File: src/rtl/clock_divider_prog.sv
// clock_divider_prog: programmable integer clock divider with glitch-free divisor update at period wrap
module clock_divider_prog #(
    parameter int WIDTH     = 8,
    parameter int RESET_DIV = 5
) (
    input  logic             clk50,
    input  logic             reset,
    input  logic             en,
    input  logic [WIDTH-1:0] div_in,
    input  logic             div_load,
    output logic             clk,
    output logic             clk_en,
    output logic [WIDTH-1:0] div_active,
    output logic             busy
);
    localparam logic [WIDTH-1:0] RST_DIV = (RESET_DIV < 2) ? WIDTH'(2) : WIDTH'(RESET_DIV);

    logic [WIDTH-1:0] r_cnt;
    logic [WIDTH-1:0] r_div;
    logic [WIDTH-1:0] r_pending;
    logic             r_clk;
    logic             r_busy;
    logic [WIDTH-1:0] w_half;
    logic [WIDTH-1:0] w_cnt_nxt;
    logic [WIDTH-1:0] w_load_val;
    logic             w_wrap;
    logic             w_apply;

    // Counter next state, wrap/apply decisions and the pre-rise enable pulse
    always_comb begin
        w_half     = r_div >> 1;
        w_wrap     = r_cnt >= (r_div - WIDTH'(1));
        w_apply    = r_busy && (!en || w_wrap);
        w_cnt_nxt  = (!en || w_wrap) ? '0 : r_cnt + WIDTH'(1);
        w_load_val = (div_in < WIDTH'(2)) ? WIDTH'(2) : div_in;
        clk_en     = reset && en && (r_cnt == (w_half - WIDTH'(1)));
    end

    // Count, register the divided clock from the next count, and swap divisors only at a wrap
    always_ff @(posedge clk50 or negedge reset) begin
        if (!reset) begin
            r_cnt     <= '0;
            r_clk     <= 1'b0;
            r_busy    <= 1'b0;
            r_pending <= '0;
            r_div     <= RST_DIV;
        end else begin
            r_cnt  <= w_cnt_nxt;
            r_clk  <= w_cnt_nxt >= w_half;
            r_busy <= div_load || (r_busy && !w_apply);
            if (w_apply)
                r_div <= r_pending;
            if (div_load)
                r_pending <= w_load_val;
        end
    end

    assign clk        = r_clk;
    assign div_active = r_div;
    assign busy       = r_busy;
endmodule

File: config.mk
export PLATFORM = sky130hd
export DESIGN_NAME = clock_divider_prog
export DESIGN_NICKNAME = d
export VERILOG_FILES = /design/src/rtl/clock_divider_prog.sv
export SDC_FILE = /design/constraint.sdc
export NUM_CORES = 1
export LEC_CHECK = 0
export CAP_MARGIN = 10
export CELL_PAD_IN_SITES_DETAIL_PLACEMENT = 0
export CELL_PAD_IN_SITES_GLOBAL_PLACEMENT = 1
export CORE_UTILIZATION = 30
export DETAILED_ROUTE_END_ITERATION = 16
export PLACE_DENSITY_LB_ADDON = 0.1
export SLEW_MARGIN = 20
export SYNTH_ARGS = -nofsm -noshare
export SYNTH_HDL_FRONTEND = slang
export SYNTH_SLANG_ARGS = --single-unit
export TNS_END_PERCENT = 100
File: constraint.sdc
create_clock -name clk50 -period 9.08 [get_ports clk50]
set_clock_uncertainty 0.15 [all_clocks]
set_input_delay 1.816 -clock clk50 [delete_from_list [all_inputs] [get_ports clk50]]
set_output_delay 1.816 -clock clk50 [all_outputs]
set_load 0.05 [all_outputs]
# Word level (Yosys, flattened, before mapping)

Index checks and enable logic that the tools add are counted.

Memories: 0
Bits in latches: 0
Bits of input ports: 12
Output and inout port bits: 11
Logic and storage cells: 22
Bits in registers: 26
ROM bits: 0
RAM bits: 0

Eq/ne operators: 1
Bitwise operators: 0
$mul: 0
Shifts and indexed selects: 0
Div/mod/pow operators: 0
Reduce and logical (&&, ||, !) cells: 8
Magnitude comparators: 3
Mux-type cells: 2
Add/sub/neg operators: 3

Operators with widths:

| operator                                                    | number |
|---|---|
| 2-to-1 mux 8 bit                                            | 2 |
| adder 8 x 1 -> 8 bit (second input constant)                | 1 |
| == test 8 bit                                               | 1 |
| greater-or-equal comparator 8 x 7 -> 1 bit                  | 1 |
| greater-or-equal comparator 8 bit                           | 1 |
| less-than comparator 8 x 2 -> 1 bit (second input constant) | 1 |
| subtractor 7 x 1 -> 8 bit (second input constant)           | 1 |
| subtractor 8 x 1 -> 8 bit (second input constant)           | 1 |
| logical AND 1 bit                                           | 4 |
| logical NOT 1 bit                                           | 2 |
| logical OR 1 bit                                            | 2 |

# Longest topological paths before layout

Depth in word-level cells: 7
Depth in mapped cells: 18
Gate-level depth less buffers: 17

# Worst setup path before layout

No wires, ideal clock.

Path type: input to output
Start: input port reset
End: output port clk_en
Buffers on the path: 0
Stages: 2
Setup slack: 4.208 ns
Data arrival time: 2.906 ns
Required time: 7.114 ns
Cells stage by stage: nand4_1 a2111oi_2

Word-level cells in the longest chain between the ends: 2

Ends and longest elaborated chain:

| item                           | line | RTL |
|---|---|---|
| start: declaration             | 7    | `input logic reset,` |
| logical AND 1 bit (2 in a row) | 36   | `clk_en = reset && en && (r_cnt == (w_half - WIDTH'(1)));` |
| end: declaration               | 12   | `output logic clk_en,` |

Every way passes these cells.

# Final worst setup path

Same ends and word-level chain as after synthesis.

==> results.toml <==
[status]
status = "completed"

[grt]
grt_max_degree = 28
grtUsageTotal_pct = 13.3
antenna_found_initial = 0
grt-ovfl-total = 0
first_global_vias = 1262
grt_pass1_wl_um = 6410

[clock_tree]
cts.sinks = 26
cts_hold_buf = 0
clk_pin_slew_ns = 0.10
cts.root.buffer_cell = "clkbuf_8"
clkLatencyLatePin_ns = 0.28
cts_tree = "yes"
postCtsSetupBuffers = 0
cts.repair.resized = 0
clock_path_buffers = 2
cts_buffers = 3
cts_max_level = 1

[floorplan]
die-width_um = 78.8
rows = 27
core_mm2 = 0.00561
chipHeight_um = 78.8
dieArea_mm2 = 0.00620
initial_core_util_pct = 31.5
ios = 23

[setup_path]
critPathCaptureType = "primary output"
critPathKind = "primary input to primary output"
critPathMaxFanout = 27
required_ns = 7.11
arrival_ns = 3.88
start_kind = "primary input"

[detailed_routing]
routed_wl_um = 3840
drtIter0Drc = 30
drtPass1Iterations = 4
ant_nets = 0
vias = 1263
route.detailed.drc = 0
avgViaCountPerCell = 4.82
wl_per_cell_um = 14.7

[sta]
setup_tns_ns = 0
setup_viol = 0
rsz0062_at_grt = "false"
worstMarginPinSlew_ns = 0.597
period_share_pct = 64.4
fmax_mhz = 171
hold_violations = 0
post-route-min-period_ns = 5.85
relSlewSlack_pct = 59.8
final-max-slew-violation-count = 0

[yosys]
synth_area_mm2 = 0.00177
synth_seq_cells = 26
synth_area_leaders = "dfrtp_1 34%, ha_1 13%, mux2_4 5.9%, xnor2_1 5.4%, mux2_2 3.8%"
synth-edff-count = 0
syn-num-nets = 199
async_flop_share_pct = 100
avgSynthCellArea_um2 = 10.5
synth_top_area_share_pct = 34.0
yosysWarnings = 0
syn_inst = 168
yosysTopAreaCell = "dfrtp_1"
yosysUniqueCellTypes = 45
ys.flop_type = "dfrtp_1"
ys_seq_area_share_pct = 36.9

[cells_and_area]
final_util_pct = 37.8
postLayoutCellArea_mm2 = 0.00212
nets = 222
mostFrequentLayoutCells = "24 x dfrtp_1, 22 x clkdlybuf4s50_1, 19 x ha_1"
num_antenna_cells = 0
stdcell_count = 262
fillers = 574
area_growth_syn_to_layout_pct = 20.0
drive_above_1_share_pct = 14.7
final_common_cell = "dfrtp_1"

[placed_design]
dp_cells = 258
dp_hpwl_um = 3020
numPortBuffers = 22
place_congestion = 0.752
placed_cell_area_mm2 = 0.00205

[min_path]
min_path_type = "flip-flop to flip-flop"

[power_and_ir_drop]
peakVddDrop_mv = 0.156
p_leak_uw = 0.000936
p_total_uw = 441
p_per_area_mw_per_mm2 = 208

[run]
cap_violations = 0
==> synth_stat cells, drive strengths merged (3+ instances only) <==
library cell,count
nor2,12
and2,3
nand3,4
mux2,13
nand2,10
a21oi,6
inv,15
and3,3
xnor2,11
o21ai,5
nand4,3
ha,19
buf,3
xor2,6
dfrtp,24
==> where the power goes <==
group	leakage [uW]	switching [uW]	internal (uW)
clock	0.0000357	40.2	59.1
combinational	0.000582	104	77.5
sequential	0.000318	27.7	132
total	0.000936	172	269
==> flip-flops by register name, indices dropped and copies added (netlist names) <==
register,cells
div_active,8
r_cnt,8
r_pending,8
busy,1
clk,1
==> final timing paths <==
check                      cells past startpoint                   endpoint                       from  slack (ns)
min in group asynchronous                      2  div_active[6]$_DFFE_PN0P_                      reset        1.76
hold reg to reg                                2  div_active[0]$_DFFE_PN1P_   r_pending[0]$_DFFE_PN0P_        0.36
setup / recovery                               5                     clk_en                      reset        3.23
hold / removal                                 2  div_active[0]$_DFFE_PN1P_   r_pending[0]$_DFFE_PN0P_        0.36
max in group asynchronous                      2  div_active[0]$_DFFE_PN1P_                      reset        6.72
setup reg to reg                              17              clk$_DFF_PN0_  div_active[1]$_DFFE_PN0P_        5.04
==> layout make-up <==
type	count	area [um^2]	area share (%)
inverter	15	56.3	2.65
clock buffer	3	41.3	1.95
sequential	26	653	30.8
timing repair buffer	23	228	10.7
tap	72	90.1	4.25
clock inverter	1	30.0	1.42
multi-input combinational	122	1020	48.2
==> metrics by stage <==
step / hold WS, ns / setup WS, ns
after floorplan: 0.315 / 4.21
after global placement: 0.338 / 3.24
after detailed placement: 0.351 / 3.19
after CTS: 0.374 / 3.19
after global routing: 0.398 / 3.01
final: 0.364 / 3.23
==> layer usage <==
metal / track usage (%) / vias up / wire length [um]
met5: 0 / - / 0
met4: 3.70 / 0 / 38
met3: 1.84 / 6 / 100
met2: 20.3 / 21 / 1710
met1: 19.4 / 604 / 1990
li1: - / 632 / -
==> cell families after synthesis <==
group | count (synthesis) | share of synthesized area (%)
AO/OA/AOI/OAI | 25 | 10.8
XOR/XNOR | 17 | 8.42
adder cells (fa/ha/maj) | 19 | 13.4
buffers and inverters | 20 | 5.17
flip-flops | 26 | 36.9
multiplexers | 14 | 10.3
AND/OR/NAND/NOR | 47 | 14.9
==> worst max-delay path, cell delays in order <==
cell and delay (ns):
clkdlybuf4s50_1 0.46, buf_4 0.33, nand4_1 0.16, a2111oi_2 0.24, clkdlybuf4s50_1 0.87
Power figures use the tool's default switching activity.
